**config.mk**
```make
export PLATFORM = sky130hd
export DESIGN_NAME = hamming_secded_decoder_flat
export DESIGN_NICKNAME = d
export VERILOG_FILES = /design/src/rtl/hamming_pkg.sv /design/src/rtl/hamming_secded_decoder_if.sv /design/src/rtl/hamming_syndrome_calc.sv /design/src/rtl/hamming_secded_decoder.sv /design/src/flat_wrapper.sv
export SDC_FILE = /design/constraint.sdc
export NUM_CORES = 1
export LEC_CHECK = 0
export CAP_MARGIN = 20
export CELL_PAD_IN_SITES_DETAIL_PLACEMENT = 0
export CELL_PAD_IN_SITES_GLOBAL_PLACEMENT = 2
export CORE_UTILIZATION = 28
export CTS_BUF_LIST = sky130_fd_sc_hd__clkbuf_8
export CTS_CLUSTER_DIAMETER = 60
export DETAILED_ROUTE_END_ITERATION = 7
export PLACE_DENSITY = 0.79
export SLEW_MARGIN = 30
export SYNTH_ARGS = -nofsm -noshare
export SYNTH_HDL_FRONTEND = slang
export SYNTH_HIERARCHICAL = 1
export SYNTH_SLANG_ARGS = --single-unit
```
**constraint.sdc**
```tcl
create_clock -name clk -period 1.8 [get_ports clk]
set_input_delay 0.27 -clock clk [delete_from_list [all_inputs] [get_ports clk]]
set_output_delay 0.27 -clock clk [all_outputs]
set_load 0.02 [all_outputs]
```
**src/rtl/hamming_pkg.sv**
```systemverilog
// Shared types and elaboration-time helpers for the SECDED decoder.
// Everything here is constant-foldable so that codeword layout tables come
// from loops, not from hand-written bit lists.
package hamming_pkg;

    // Decoder status reported with every output word
    typedef enum logic [1:0] {
        ERR_NONE        = 2'd0,
        ERR_SINGLE_CORR = 2'd1,
        ERR_PARITY_ONLY = 2'd2,
        ERR_DOUBLE_DET  = 2'd3
    } err_t;

    // Largest parity width searched; 6 covers DATA_W up to 57, well past 32
    localparam int MAX_P_W = 6;

    // True when n is a power of two (Hamming parity positions)
    function automatic bit is_pow2(input int n);
        return (n > 32'sd0) && ((n & (n - 32'sd1)) == 32'sd0);
    endfunction

    // Smallest p with 2^p >= data_w + p + 1
    function automatic int calc_parity_bits(input int data_w);
        int p;
        p = 32'sd0;
        for (int k = MAX_P_W; k >= 1; k--) begin
            if ((32'sd1 <<< k) >= (data_w + k + 32'sd1)) begin
                p = k;
            end
        end
        return p;
    endfunction

    // Syndrome width from the full codeword width: smallest p with 2^p >= code_w
    function automatic int calc_syn_width(input int code_w);
        int p;
        p = 32'sd0;
        for (int k = MAX_P_W; k >= 1; k--) begin
            if ((32'sd1 <<< k) >= code_w) begin
                p = k;
            end
        end
        return p;
    endfunction

    // Codeword bit index holding data bit j: data fills the non-power-of-two
    // Hamming positions in ascending order, bit index = position - 1
    function automatic int data_bit_index(input int j);
        int seen;
        int idx;
        seen = 32'sd0;
        idx  = 32'sd0;
        for (int pos = 1; pos <= 64; pos++) begin
            if (!is_pow2(pos)) begin
                if (seen == j) begin
                    idx = pos - 32'sd1;
                end
                seen = seen + 32'sd1;
            end
        end
        return idx;
    endfunction

endpackage

```
**src/rtl/hamming_secded_decoder_if.sv**
```systemverilog
// Stream handshake bundle between a codeword producer, the decoder and the
// result consumer. The decoder sits on the slave side.
interface hamming_secded_decoder_if #(
    parameter int DATA_W = 4
);
    localparam int P_W    = hamming_pkg::calc_parity_bits(DATA_W);
    localparam int CODE_W = DATA_W + P_W + 1;

    logic                    in_valid;
    logic                    in_ready;
    logic [CODE_W-1:0]       in_code;
    logic                    out_valid;
    logic                    out_ready;
    logic [DATA_W-1:0]       out_data;
    logic [P_W-1:0]          out_syndrome;
    hamming_pkg::err_t       out_err;

    modport master (
        output in_valid, in_code, out_ready,
        input  in_ready, out_valid, out_data, out_syndrome, out_err
    );

    modport slave (
        input  in_valid, in_code, out_ready,
        output in_ready, out_valid, out_data, out_syndrome, out_err
    );

endinterface

```
**src/rtl/hamming_syndrome_calc.sv**
```systemverilog
// Combinational Hamming syndrome and overall-parity check for one codeword.
// Bit i of the word is Hamming position i+1; the top bit is the overall parity.
module hamming_syndrome_calc
    import hamming_pkg::*;
#(
    parameter int CODE_W = 8,
    parameter int P_W    = calc_syn_width(CODE_W)
) (
    input  logic [CODE_W-1:0] code_i,
    output logic [P_W-1:0]    syndrome_o,
    output logic              check_o
);

    // Fold every set position into the syndrome bits its index covers
    always_comb begin
        logic [31:0] pos_v;
        pos_v      = 32'd0;
        syndrome_o = {P_W{1'b0}};
        for (int i = 0; i < CODE_W - 1; i++) begin
            pos_v = 32'(i + 1);
            for (int k = 0; k < P_W; k++) begin
                syndrome_o[k] = syndrome_o[k] ^ (code_i[i] & pos_v[k]);
            end
        end
        check_o = ^code_i;
    end

endmodule

```
**src/rtl/hamming_secded_decoder.sv**
```systemverilog
// Two-stage SECDED decoder with valid/ready on both sides.
// Stage 1 captures the codeword with its syndrome and overall check;
// stage 2 classifies, corrects a single-bit error, and extracts data.
// Saturating counters track corrected and uncorrectable words.
module hamming_secded_decoder
    import hamming_pkg::*;
#(
    parameter  int DATA_W = 4,
    parameter  int CNT_W  = 16,
    localparam int P_W    = calc_parity_bits(DATA_W),
    localparam int CODE_W = DATA_W + P_W + 1
) (
    input  logic                       clk,
    input  logic                       rst,
    hamming_secded_decoder_if.slave    bus,
    input  logic                       clr_cnt,
    output logic [CNT_W-1:0]           cnt_corr,
    output logic [CNT_W-1:0]           cnt_uncorr
);

    // Pipeline state
    logic                s1_valid_q,  s1_valid_d;
    logic [CODE_W-1:0]   s1_code_q,   s1_code_d;
    logic [P_W-1:0]      s1_syn_q,    s1_syn_d;
    logic                s1_chk_q,    s1_chk_d;
    logic                out_valid_q, out_valid_d;
    logic [DATA_W-1:0]   out_data_q,  out_data_d;
    logic [P_W-1:0]      out_syn_q,   out_syn_d;
    err_t                out_err_q,   out_err_d;
    logic [CNT_W-1:0]    cnt_corr_q,  cnt_corr_d;
    logic [CNT_W-1:0]    cnt_uncorr_q, cnt_uncorr_d;

    // Combinational helpers
    logic [P_W-1:0]      calc_syn_s;
    logic                calc_chk_s;
    logic                adv2_s;
    logic                adv1_s;
    logic                in_fire_s;
    logic                out_fire_s;
    err_t                dec_err_s;
    logic [CODE_W-1:0]   corr_code_s;
    logic [DATA_W-1:0]   dec_data_s;

    localparam logic [CNT_W-1:0] CNT_MAX = {CNT_W{1'b1}};
    localparam logic [CNT_W-1:0] CNT_ONE = CNT_W'(1'b1);

    hamming_syndrome_calc #(
        .CODE_W (CODE_W),
        .P_W    (P_W)
    ) u_syn (
        .code_i     (bus.in_code),
        .syndrome_o (calc_syn_s),
        .check_o    (calc_chk_s)
    );

    // Stage advance: a stage moves when it is empty or its successor moves
    always_comb begin
        adv2_s     = ~out_valid_q | bus.out_ready;
        adv1_s     = ~s1_valid_q | adv2_s;
        in_fire_s  = bus.in_valid & adv1_s & ~rst;
        out_fire_s = out_valid_q & bus.out_ready;
    end

    // Classify the stage-1 word from its syndrome and overall check
    always_comb begin
        dec_err_s = ERR_NONE;
        if (s1_syn_q == {P_W{1'b0}}) begin
            if (s1_chk_q) begin
                dec_err_s = ERR_PARITY_ONLY;
            end else begin
                dec_err_s = ERR_NONE;
            end
        end else if (s1_chk_q && (int'(s1_syn_q) <= (CODE_W - 32'sd1))) begin
            dec_err_s = ERR_SINGLE_CORR;
        end else begin
            dec_err_s = ERR_DOUBLE_DET;
        end
    end

    // Flip the bit the syndrome points at, only for a correctable word
    always_comb begin
        corr_code_s = s1_code_q;
        for (int i = 0; i < CODE_W; i++) begin
            corr_code_s[i] = s1_code_q[i]
                           ^ ((dec_err_s == ERR_SINGLE_CORR) && (int'(s1_syn_q) == (i + 32'sd1)));
        end
    end

    // Data extraction from the non-power-of-two positions
    for (genvar j = 0; j < DATA_W; j++) begin : g_data_map
        localparam int BIT_IDX = data_bit_index(j);
        assign dec_data_s[j] = corr_code_s[BIT_IDX];
    end

    // Next-state for both pipeline stages
    always_comb begin
        s1_valid_d  = s1_valid_q;
        s1_code_d   = s1_code_q;
        s1_syn_d    = s1_syn_q;
        s1_chk_d    = s1_chk_q;
        out_valid_d = out_valid_q;
        out_data_d  = out_data_q;
        out_syn_d   = out_syn_q;
        out_err_d   = out_err_q;

        if (adv1_s) begin
            s1_valid_d = in_fire_s;
            if (in_fire_s) begin
                s1_code_d = bus.in_code;
                s1_syn_d  = calc_syn_s;
                s1_chk_d  = calc_chk_s;
            end else begin
                s1_code_d = s1_code_q;
            end
        end else begin
            s1_valid_d = s1_valid_q;
        end

        if (adv2_s) begin
            out_valid_d = s1_valid_q;
            if (s1_valid_q) begin
                out_data_d = dec_data_s;
                out_syn_d  = s1_syn_q;
                out_err_d  = dec_err_s;
            end else begin
                out_data_d = out_data_q;
            end
        end else begin
            out_valid_d = out_valid_q;
        end
    end

    // Saturating error counters; a clear beats a same-cycle increment
    always_comb begin
        cnt_corr_d   = cnt_corr_q;
        cnt_uncorr_d = cnt_uncorr_q;
        if (clr_cnt) begin
            cnt_corr_d   = {CNT_W{1'b0}};
            cnt_uncorr_d = {CNT_W{1'b0}};
        end else if (out_fire_s) begin
            case (out_err_q)
                ERR_SINGLE_CORR, ERR_PARITY_ONLY: begin
                    if (cnt_corr_q != CNT_MAX) begin
                        cnt_corr_d = cnt_corr_q + CNT_ONE;
                    end else begin
                        cnt_corr_d = cnt_corr_q;
                    end
                end
                ERR_DOUBLE_DET: begin
                    if (cnt_uncorr_q != CNT_MAX) begin
                        cnt_uncorr_d = cnt_uncorr_q + CNT_ONE;
                    end else begin
                        cnt_uncorr_d = cnt_uncorr_q;
                    end
                end
                default: begin
                    cnt_corr_d   = cnt_corr_q;
                    cnt_uncorr_d = cnt_uncorr_q;
                end
            endcase
        end else begin
            cnt_corr_d = cnt_corr_q;
        end
    end

    // State registers with synchronous reset that empties the pipeline
    always_ff @(posedge clk) begin
        if (rst) begin
            s1_valid_q   <= 1'b0;
            s1_code_q    <= {CODE_W{1'b0}};
            s1_syn_q     <= {P_W{1'b0}};
            s1_chk_q     <= 1'b0;
            out_valid_q  <= 1'b0;
            out_data_q   <= {DATA_W{1'b0}};
            out_syn_q    <= {P_W{1'b0}};
            out_err_q    <= ERR_NONE;
            cnt_corr_q   <= {CNT_W{1'b0}};
            cnt_uncorr_q <= {CNT_W{1'b0}};
        end else begin
            s1_valid_q   <= s1_valid_d;
            s1_code_q    <= s1_code_d;
            s1_syn_q     <= s1_syn_d;
            s1_chk_q     <= s1_chk_d;
            out_valid_q  <= out_valid_d;
            out_data_q   <= out_data_d;
            out_syn_q    <= out_syn_d;
            out_err_q    <= out_err_d;
            cnt_corr_q   <= cnt_corr_d;
            cnt_uncorr_q <= cnt_uncorr_d;
        end
    end

    assign bus.in_ready     = adv1_s & ~rst;
    assign bus.out_valid    = out_valid_q;
    assign bus.out_data     = out_data_q;
    assign bus.out_syndrome = out_syn_q;
    assign bus.out_err      = out_err_q;
    assign cnt_corr         = cnt_corr_q;
    assign cnt_uncorr       = cnt_uncorr_q;

endmodule
```
**src/flat_wrapper.sv**
```systemverilog
// flat-port wrapper written by rule: the top's interface ports become plain ports
module hamming_secded_decoder_flat import hamming_pkg::*;
#(
    parameter  int DATA_W = 4,
    parameter  int CNT_W  = 16,
    localparam int P_W    = calc_parity_bits(DATA_W),
    localparam int CODE_W = DATA_W + P_W + 1
)
  (clk, rst, clr_cnt, cnt_corr, cnt_uncorr, bus_in_valid, bus_in_code, bus_out_ready, bus_in_ready, bus_out_valid, bus_out_data, bus_out_syndrome, bus_out_err);
  hamming_secded_decoder_if #(.DATA_W(DATA_W)) bus_i ();
  input  logic clk;
  input  logic rst;
  input  logic clr_cnt;
  output logic [CNT_W-1:0] cnt_corr;
  output logic [CNT_W-1:0] cnt_uncorr;
  input wire logic [$bits(bus_i.in_valid)-1:0] bus_in_valid;
  input wire logic [$bits(bus_i.in_code)-1:0] bus_in_code;
  input wire logic [$bits(bus_i.out_ready)-1:0] bus_out_ready;
  output wire logic [$bits(bus_i.in_ready)-1:0] bus_in_ready;
  output wire logic [$bits(bus_i.out_valid)-1:0] bus_out_valid;
  output wire logic [$bits(bus_i.out_data)-1:0] bus_out_data;
  output wire logic [$bits(bus_i.out_syndrome)-1:0] bus_out_syndrome;
  output wire logic [$bits(bus_i.out_err)-1:0] bus_out_err;
  assign bus_i.in_valid = bus_in_valid;
  assign bus_i.in_code = bus_in_code;
  assign bus_i.out_ready = bus_out_ready;
  assign bus_in_ready = bus_i.in_ready;
  assign bus_out_valid = bus_i.out_valid;
  assign bus_out_data = bus_i.out_data;
  assign bus_out_syndrome = bus_i.out_syndrome;
  assign bus_out_err = bus_i.out_err;
  hamming_secded_decoder #(.DATA_W(DATA_W), .CNT_W(CNT_W)) u_core (.clk(clk), .rst(rst), .bus(bus_i), .clr_cnt(clr_cnt), .cnt_corr(cnt_corr), .cnt_uncorr(cnt_uncorr));
endmodule
```
==> results of run 1 <==
[power breakdown]
group	switching [W]	internal [W]	leakage (nW)
combinational	0.000134	0.000194	0.999
clock	0.000397	0.000415	0.0581
sequential	0.0000331	0.00117	0.419
[flip-flops by register name (all words and copies together), names as in the netlist]
| name | cells |
|---|---|
| u_core/bus.out_syndrome | 3 |
| u_core/s1_chk_q | 1 |
| u_core/s1_syn_q | 3 |
| u_core/s1_valid_q | 1 |
| u_core/bus.out_data | 4 |
| u_core/s1_code_q | 4 |
| u_core/bus.out_err | 2 |
| u_core/cnt_uncorr | 16 |
| u_core/bus.out_valid | 1 |
| u_core/cnt_corr | 16 |
[repair_timing]
| item | 4_1_cts | 5_1_grt |
|---|---|---|
| endpoints found under the setup margin | 5 | 18 |
| gates resized for setup | 3 | 7 |
| buffers inserted | 0 | 1 |
| pin swaps | 0 | 2 |
[layer usage]
layer / part of all wire, % / global-route usage (%)
met4: 1.6 / 4.19
met2: 46 / 24.0
met5: 0 / 0
met1: 47 / 18.6
met3: 5.2 / 3.31
[path summary, 6_finish.rpt]
check,from,end,slack (ns)
worst max-delay path,u_core/bus.out_err[0],u_core/cnt_uncorr[15],-0.06
worst min register to register,u_core/cnt_corr[1],u_core/cnt_corr[1],0.50
worst min-delay path,u_core/cnt_corr[1],u_core/cnt_corr[1],0.50
worst max register to register,u_core/bus.out_err[0],u_core/cnt_uncorr[15],-0.06
[synth_stat cells, drive strengths merged]
cell type  number  area share [%]
a211oi          4             1.2
a21o            1            0.29
a21oi          18             3.5
a311oi          1            0.34
a31o            1            0.34
a31oi           2            0.49
a41o            1            0.39
a41oi           1            0.34
and2            2            0.49
and3            4            0.98
and4            2            0.69
buf             1            0.20
clkbuf         10             1.5
dfxtp          51              40
ha              4             2.0
inv             7             1.0
mux2            8             3.5
mux2i          11             4.3
nand2          16             2.4
nand3          14             2.7
nand4          13             3.2
nand4b          3             1.0
nor2           22             3.2
nor2b          10             2.4
nor3            7             1.4
nor3b           1            0.29
nor4            6             1.5
o211a           3             1.2
o211ai          2            0.59
o21a            2            0.59
o21ai           8             1.6
o31ai           7             2.1
o41ai           1            0.34
or2             3            0.74
or3            16             4.0
or4             7             2.1
or4b            1            0.39
xnor2           5             1.7
xnor3           3             2.7
xor2            7             2.4
[layout make-up]
cell class | instances | share of cell area, %
sequential | 51 | 26.8
tap | 108 | 3.50
timing repair buffer | 118 | 27.0
inverter | 7 | 0.680
multi-input combinational | 217 | 39.1
clock buffer | 5 | 1.78
clock inverter | 3 | 1.13
[critical path: stages, from the launching register on]
cell and delay, ns:
dfxtp_4 0.37, ha_4 0.13, nand4_1 0.11, or4b_4 0.52, or4_1 0.48, a21oi_1 0.16
[cell families (layout without fill, tap and decap cells)]
group                      Yosys count  in the layout  share of synthesized area [%]
and+or+nand+nor                    127            127                           27.5
AOI/OAI and AO/OA                   52             52                           13.2
DFF                                 51             51                           40.0
muxes                               19             19                           7.84
buffers and inverters               18            133                           2.69
xor gates and xnor gates            15             15                           6.81
adders and majority gates            4              4                           1.96
[stage by stage]
step / setup slack [ns] / area [µm²] / hold slack [ns]
floorplan: -0.0644 / 2590 / 0.387
global placement: -0.357 / 3720 / 0.479
detailed placement: -0.384 / 3720 / 0.495
CTS: -0.0556 / 3850 / 0.513
global route: -0.116 / 3860 / 0.539
finish: -0.0559 / 3860 / 0.497
==> impl_metrics.env, run 1 <==
export IMPL_worstHoldPathCells=2
export IMPL_slew_violations=0
export IMPL_worstRegToRegCells=5
export IMPL_ant_nets=0
export IMPL_drive_gt1_share_pct=25.4
export IMPL_nNetsFinal=417
export IMPL_skew_ns=0.00775
export IMPL_postCtsHoldBufs=0
export IMPL_power_leakage_nw=1.48
export IMPL_max_cap_viol_count=0
export IMPL_cts_tree="done"
export IMPL_htreeDepth=2
export IMPL_endpoint_kind="flop"
export IMPL_areaGrowthSynthToFinish_pct=51.3
export IMPL_die_h_um=97.5
export IMPL_layout_common_cells="buf_4, clkdlybuf4s50_1, dfxtp_1, nor2_1, a21oi_1"
export IMPL_wirelength_mm=6.59
export IMPL_core_area_um2=8760
export IMPL_regArea_um2=1040
export IMPL_tightestPinTransition_ns=0.325
export IMPL_fin_util_pct=44.1
export IMPL_violations="negative setup slack"
export IMPL_final_cells=509
export IMPL_finalCritPeriodShare_pct=103
export IMPL_fin_tns_setup_ns=-0.0559
export IMPL_syn_area_um2=2550
export IMPL_cp_required_ns=2.03
export IMPL_drc=0
export IMPL_num_antenna_cells=0
export IMPL_crit_type="reg2reg"
export IMPL_mostFrequentLayoutCell="buf_4"
export IMPL_cts_root_buf="clkbuf_8"
export IMPL_dp_cells=500
export IMPL_ys_warn_count=6
export IMPL_fin_ws_ns=-0.0559
export IMPL_clk_pin_slew_ns=0.10
export IMPL_cp_arrival_ns=2.09
export IMPL_clockBufferDepth=2
export IMPL_synth_fp_nets=303
export IMPL_grt_max_degree=25
export IMPL_rows=34
export IMPL_fmax_mhz=539
export IMPL_cts_inserted_buffers=5
export IMPL_initial_core_util_pct=29.1
export IMPL_multi_input_area_um2=1510
export IMPL_syn_mean_instance_area_um2=8.93
export IMPL_finalPower_w=0.00234
export IMPL_dr_pass1_iters=4
export IMPL_hold_violations=0
export IMPL_io_buffers=55
export IMPL_post_drt_wl_per_cell_um=13.0
export IMPL_gp_congestion=0.823
export IMPL_path_max_fanout=5
export IMPL_worst_skew_pair_late_latency_ns=0.30
export IMPL_fin_crit_ns=1.86
export IMPL_antenna_found_initial=0
export IMPL_relSlewSlack_pct=78.1
export IMPL_grt_pass1_wl_mm=11.3
export IMPL_grt_util_all_layers_pct=14.5
export IMPL_dr_first_iter_drc_count=58
export IMPL_grt_pass1_vias=2432
export IMPL_ys_seq_area_share_pct=40.0
export IMPL_power_density_nw_per_um2=605
export IMPL_dieArea_um2=9510
export IMPL_finalSetupViolations=1
export IMPL_overflow=0
export IMPL_yosysUniqueCellTypes=42
export IMPL_io_pin_count=56
export IMPL_hold_path_class="reg2reg"
export IMPL_status="finished with violations"
export IMPL_dpl_hpwl_mm=5.06
export IMPL_startpoint_type="flop"
export IMPL_via_per_inst=5.00
export IMPL_die_w_um=97.5
export IMPL_fillers=886
export IMPL_rsz0062_at_grt="yes"
export IMPL_num_vias=2544
export IMPL_synth_seq_cells=51
export IMPL_ir_worst_vdd_mv=0.342
export IMPL_clock_sinks=51
export IMPL_syn_instance_count=286
Power figures use the tool's default switching activity.
==> run 2: changes to the inputs <==
--- a/config.mk
+++ b/config.mk
@@ -5,7 +5,6 @@
 export SDC_FILE = /design/constraint.sdc
 export NUM_CORES = 1
 export LEC_CHECK = 0
-export CAP_MARGIN = 20
 export CELL_PAD_IN_SITES_DETAIL_PLACEMENT = 0
 export CELL_PAD_IN_SITES_GLOBAL_PLACEMENT = 2
 export CORE_UTILIZATION = 28
==> results of run 2 <==
Final layout, timing and power as in run 1 (identical DEF).
